===== src/rtl/comp_serializer.sv =====
// Parallel-to-serial operand feeder for the bit-serial comparator.
// Define COMP_SER_LSB_FIRST_EN to emit bit 0 first (default MSB-first).
module comp_serializer #(
  parameter int BIT_LEN = 4
) (
  input  logic               clk,
  input  logic               reset,
  input  logic [BIT_LEN-1:0] a_in,
  input  logic [BIT_LEN-1:0] b_in,
  input  logic               in_valid,
  output logic               in_ready,
  input  logic               abort,
  output logic               comp_reset,
  output logic               a_out,
  output logic               b_out,
  output logic               out_valid,
  output logic               done
);

  localparam int CW = $clog2(BIT_LEN) + 1;
  localparam logic [CW-1:0] LAST = CW'(BIT_LEN);

  typedef enum logic [1:0] {
    IDLE,
    CLEAR,
    SHIFT,
    DONE
  } state_t;

  state_t             r_state;
  state_t             w_state;
  logic [BIT_LEN-1:0] r_a_sr;
  logic [BIT_LEN-1:0] r_b_sr;
  logic [BIT_LEN-1:0] w_a_sr;
  logic [BIT_LEN-1:0] w_b_sr;
  logic [BIT_LEN-1:0] w_a_shf;
  logic [BIT_LEN-1:0] w_b_shf;
  logic [CW-1:0]      r_cnt;
  logic [CW-1:0]      w_cnt;
  logic               w_a_bit;
  logic               w_b_bit;
  logic               w_emit;
  logic               w_comp_reset;
  logic               w_a_out;
  logic               w_b_out;
  logic               w_out_valid;
  logic               w_done;

`ifdef COMP_SER_LSB_FIRST_EN
  assign w_a_bit = r_a_sr[0];
  assign w_b_bit = r_b_sr[0];
  assign w_a_shf = r_a_sr >> 1;
  assign w_b_shf = r_b_sr >> 1;
`else
  assign w_a_bit = r_a_sr[BIT_LEN-1];
  assign w_b_bit = r_b_sr[BIT_LEN-1];
  assign w_a_shf = r_a_sr << 1;
  assign w_b_shf = r_b_sr << 1;
`endif

  assign in_ready = (r_state == IDLE) && reset;

  // Outputs are computed for the next cycle and registered below.
  always_comb begin
    w_state      = r_state;
    w_a_sr       = r_a_sr;
    w_b_sr       = r_b_sr;
    w_cnt        = r_cnt;
    w_emit       = 1'b0;
    w_comp_reset = 1'b1;
    w_a_out      = 1'b0;
    w_b_out      = 1'b0;
    w_out_valid  = 1'b0;
    w_done       = 1'b0;
    unique case (r_state)
      IDLE: begin
        if (in_valid && in_ready) begin
          w_state = CLEAR;
          w_a_sr  = a_in;
          w_b_sr  = b_in;
          w_cnt   = '0;
        end
      end
      CLEAR: begin
        w_state = SHIFT;
        w_emit  = 1'b1;
      end
      SHIFT: begin
        if (r_cnt == LAST) begin
          w_state      = DONE;
          w_done       = 1'b1;
          w_comp_reset = 1'b0;
        end else begin
          w_emit = 1'b1;
        end
      end
      DONE: begin
        w_state = IDLE;
      end
      default: begin
        w_state = IDLE;
      end
    endcase

    if (w_emit) begin
      w_comp_reset = 1'b0;
      w_out_valid  = 1'b1;
      w_a_out      = w_a_bit;
      w_b_out      = w_b_bit;
      w_a_sr       = w_a_shf;
      w_b_sr       = w_b_shf;
      w_cnt        = r_cnt + CW'(1);
    end

    // A cancelled frame looks exactly like a return to idle.
    if (abort && (r_state != IDLE)) begin
      w_state      = IDLE;
      w_a_sr       = '0;
      w_b_sr       = '0;
      w_cnt        = '0;
      w_comp_reset = 1'b1;
      w_a_out      = 1'b0;
      w_b_out      = 1'b0;
      w_out_valid  = 1'b0;
      w_done       = 1'b0;
    end
  end

  always_ff @(posedge clk) begin
    if (!reset) begin
      r_state    <= IDLE;
      r_a_sr     <= '0;
      r_b_sr     <= '0;
      r_cnt      <= '0;
      comp_reset <= 1'b1;
      a_out      <= 1'b0;
      b_out      <= 1'b0;
      out_valid  <= 1'b0;
      done       <= 1'b0;
    end else begin
      r_state    <= w_state;
      r_a_sr     <= w_a_sr;
      r_b_sr     <= w_b_sr;
      r_cnt      <= w_cnt;
      comp_reset <= w_comp_reset;
      a_out      <= w_a_out;
      b_out      <= w_b_out;
      out_valid  <= w_out_valid;
      done       <= w_done;
    end
  end

endmodule

===== config.mk =====
export PLATFORM = sky130hd
export DESIGN_NAME = comp_serializer
export DESIGN_NICKNAME = d
export VERILOG_FILES = /design/src/rtl/comp_serializer.sv
export SDC_FILE = /design/constraint.sdc
export NUM_CORES = 1
export LEC_CHECK = 0
export CORE_UTILIZATION = 45
export DETAILED_ROUTE_END_ITERATION = 10
export GPL_TIMING_DRIVEN = 1
export PLACE_DENSITY = 0.71
export RECOVER_POWER = 50
export SLEW_MARGIN = 20
export SYNTH_ARGS = -nofsm -noshare
export SYNTH_HDL_FRONTEND = slang
export SYNTH_SLANG_ARGS = --single-unit

===== constraint.sdc =====
create_clock -name clk -period 2.4 [get_ports clk]
set_input_delay 0.36 -clock clk [delete_from_list [all_inputs] [get_ports clk]]
set_output_delay 0.36 -clock clk [all_outputs]
set_load 0.02 [all_outputs]

# Word level (Yosys, flattened, before mapping)
# Cells that the tools add are included.
[totals] reg_bits=18 input_bits=12 output_inout_bits=6 word_cells=53
[classes] n_reduce_logical=14 addsub=1 n_mux=18 bitwise_logic=3 n_eq_ne=6
[op_table] operator="$mux 4" count=6
[op_table] operator="$mux 3" count=3
[op_table] operator="$reduce_or 3->1" count=3
[op_table] operator="$pmux 2 s4" count=1
[op_table] operator="$reduce_and 2->1" count=3
[op_table] operator="$reduce_bool 2->1" count=3
[op_table] operator="$mux 1" count=5
[op_table] operator="$eq 2x2->1 const B" count=2
[op_table] operator="$mux 2" count=2
[op_table] operator="$add 3x1->3 const B" count=1
[op_table] operator="$eq 3x3->1 const B" count=1
[op_table] operator="$logic_and 1x1->1" count=3
[op_table] operator="$not 1->1" count=3
[op_table] operator="$eq 2x1->1 const B" count=1
[op_table] operator="$logic_not 2->1" count=1
[op_table] operator="$ne 2x1->1 const B" count=1
[op_table] operator="$ne 2x2->1 const B" count=1
[op_table] operator="$pmux 1 s2" count=1
[op_table] operator="$reduce_or 2->1" count=1

# Logic depth before layout (Yosys ltp)
[logic_depth] depth_word=6 mapped_depth=6 mapped_depth_nobuf=5

# Least setup slack after synthesis
# Ideal clock, no wire load.
[synth_timing] kind="register to register" from="register r_state[0]" to="register r_a_sr[0]" required_time_ns=2.284 n_path_buf=1 setup_ns=0.116 path_slack_ns=0.989 t_arrival_ns=1.295 stages_incl_launch_ff=7 synth_period_minus_slack_ns=1.411 cell_sequence="dfxtp_1 inv_1 ha_1 nand3_2 buf_6 mux2_4 and3_1"
[synth_between] elab_chain_cells=4 word_cells_on_any_way=10 classes_between="eq/ne: 2; mux: 1; reduce/logical: 7"
[synth_rtl] element="start, declared" line="30" rtl="state_t r_state;"
[synth_rtl] element="start signal, assigned" line="141" rtl="r_state <= w_state;"
[synth_rtl] element="branches (longest 4 deep; another with $reduce_or 3->1)"
[synth_rtl] element="end signal, assigned" line="142" rtl="r_a_sr <= w_a_sr;"
[synth_rtl] element="end, declared" line="32" rtl="logic [BIT_LEN-1:0] r_a_sr;"
# Parallel ways; which one is timed is not known.
# A chain may end at the register's enable or synchronous reset.

# Worst setup path in the final report
[layout_timing] from="register r_state[0]" to="output in_ready"
[layout_between] elab_chain_cells=2
[layout_rtl] element="$logic_not 2->1" line="61" rtl="assign in_ready = (r_state == IDLE) && reset;"
[layout_rtl] element="$logic_and 1x1->1" line="61"
[layout_rtl] element="end, declared" line="11" rtl="output logic in_ready,"
# No other way between the ends.

==> run metrics <==
share of the synthesized area in the top cell type 0.388; non-filler cells, final 139; synthesized cell area 930 um2; largest family of logic cells by synthesized area compound AO/OA/AOI/OAI gates; hold_sp r_a_sr[3]; clock slew at reported path FFs 0.11 ns; TritonCTS Buffers 3; post-CTS sizing 0; CP max stage delay ~0.60 ns; antenna-violating nets left 0; syn nets 111; post-synthesis simple-gate area fraction 0.113; crit path DAT 1.75 ns; Detailed Route Iter0 Violations 14; hold path endpoint a_out; Root Driver clkbuf_4; area leader, netlist dfxtp_1; post-route minimum period roughly 2.1 ns; Syn Area/Cell 10.0 um2; reg-to-reg startpoint r_state[0]; Setup Buffers After CTS 0; yosys warns 0; TritonRoute pass-1 iters 4; Die Span Y 47.5 um; Final period util 0.877; Crit path required time 2.04 ns; Vias around 780; initial core utilization 0.479; Core ar. 1940 um2; fin nets 131; Critical Path Source Type flop; status completed; GRT Resource Usage Total 0.187; Residual DRC 0; Syn-to-layout area delta 23.4%; most common cell in the netlist dfxtp_1; Via-to-Cell Ratio 5.58; FF-to-FF setup slack 0.49 ns; max-slew violations 0; largest net degree at the start of global routing 13; P_leak 0.467 nW; Port Buffers 17; Fin Setup TNS 0 ns; Placed Cells incl. Taps 135; die width roughly 47 um; type of the worst min-delay path flop to flop; initial antenna violation count 0; Fin Hold WS ~0.49 ns; Post-Synth Adder-Cell Area 0.0808; RSZ-0062 raised after global routing false; Die ar. 2250 um2; Worst VDD drop 631 uV; RR Endpoint r_a_sr[0]; worst reg2reg path depth 5; Syn Inst Count between 90 and 100; max cap viols 0; CTS H-tree depth 1; gpl congestion 0.811; sequential area share after synthesis 0.388; XOR/XNOR share of the synthesized area 0; Hold Path Cell Cnt 1; Ant. Diodes 0; Rows 16; synthesized flop and latch total 18; Synth cell types 31; final worst clock skew 0.00976 ns; Slew headroom 0.575; Synth area leaders dfxtp_1 39%, a211oi_1 9.7%, ha_1 8.1%; clock latency on the worst-skew pair 0.30 ns; vias in the first global route 677; final setup vio count 0; multiplexer share of the synthesized area 0.0929; fmax 0.475 GHz; Clock Path Buffers 2; DP HPWL 1360 um; synth cell count leaders 18 x dfxtp_1, 12 x a211oi_1, 7 x inv_1, 6 x ha_1, 6 x mux2i_1; crit-path cells inv_1 -> ha_1 -> and2_2 -> clkdlybuf4s50_1; EDFF count, synth 0; drt total wl roughly 1900 um; final-report hold violation count 0; share of layout cells above drive strength 1 0.107; Main synth FF type dfxtp_1; Ports 18; TritonCTS clock tree done; worst slew pin tran roughly 0.64 ns; total gr overflow 0; cts hold-fix bufs 0; post-synthesis compound-gate area fraction 0.271; routed length per instance 13.9 um; CP Capture Type output pin; CP Class flop to output pin; first-pass GRT wire length 2990 um; clock tree sinks 18; slowest CP cell clkdlybuf4s50_1; asr flop ratio synth 0; PwrDens 977 nW/um2; Crit Path Max Fanout 5
## per-layer routing
metal | track usage | up-vias | part of all wire
met4 | 0.0514 | 0 | 0.0046
li1 | - | 383 | -
met3 | 0.0340 | 2 | 0.038
met1 | 0.251 | 372 | 0.48
met5 | 0 | - | 0
met2 | 0.310 | 19 | 0.47
## cells in the final DEF (no fill, tap or decap), drive strengths merged, types with 3 or more instances in the layout
| master | instances |
|---|---|
| ha | 6 |
| dlygate4sd3 | 3 |
| o2111ai | 3 |
| clkdlybuf4s50 | 14 |
| clkbuf | 4 |
| a21boi | 3 |
| mux2i | 6 |
| nor2 | 3 |
| nand2 | 3 |
| a21oi | 4 |
| a211oi | 12 |
| dfxtp | 18 |
| o21ai | 3 |
| and3 | 3 |
| inv | 8 |
## cell families after synthesis
family,after synthesis
buf+inv,11
mux,8
simple gates,18
compound gates,32
flops,18
fa+ha+maj,6
## metrics by stage
stage	cell area (um2)	utilization	setup WS, ns	total power (W)
2_1_floorplan	930	-	0.989	0.000796
3_3_place_gp	1120	0.577	0.388	0.000922
3_5_place_dp	1120	0.577	0.358	0.000936
4_1_cts	1160	0.595	0.280	0.00113
5_1_grt	1150	0.591	0.206	0.00120
6_report	1150	0.591	0.295	0.00112
## layout make-up
| class | instances | area, um2 |
|---|---|---|
| Clock buffer | 4 | 36.3 |
| Fill cell | 177 | 795 |
| Inverter | 8 | 30.0 |
| Multi-Input combinational cell | 64 | 509 |
| Sequential cell | 18 | 360 |
| Tap cell | 27 | 33.8 |
| Timing Repair Buffer | 18 | 178 |
## worst max-delay path by stage
stage | startpoint | endpoint | slack [ns]
3_3_place_gp | reset | in_ready | 0.39
4_1_cts | r_state[1] | in_ready | 0.28
2_1_floorplan | r_state[0] | r_a_sr[0] | 0.99
3_5_place_dp | reset | in_ready | 0.36
5_1_grt | r_state[1] | in_ready | 0.21
6_report | r_state[0] | in_ready | 0.29
## registers in the layout, summed over array words and instances (netlist names)
signal / flops
out_valid: 1
r_b_sr: 4
a_out: 1
b_out: 1
r_state: 2
comp_reset: 1
r_a_sr: 4
r_cnt: 3
done: 1
## worst max-delay path, delay by kind of cell (launching register included)
family	cells	cell delay (ns)
adders and majority gates	1	0.24
buffers and inverters	2	0.71
DFF	1	0.34
and+or+nand+nor	1	0.16
## report_power, final
group / switching [W] / leakage (nW) / total (W) / internal [W]
Sequential: 0.0000334 / 0.146 / 0.000397 / 0.000364
Combinational: 0.000323 / 0.300 / 0.000532 / 0.000209
Clock: 0.0000994 / 0.0210 / 0.000192 / 0.0000924
Power figures use the tool's default switching activity.
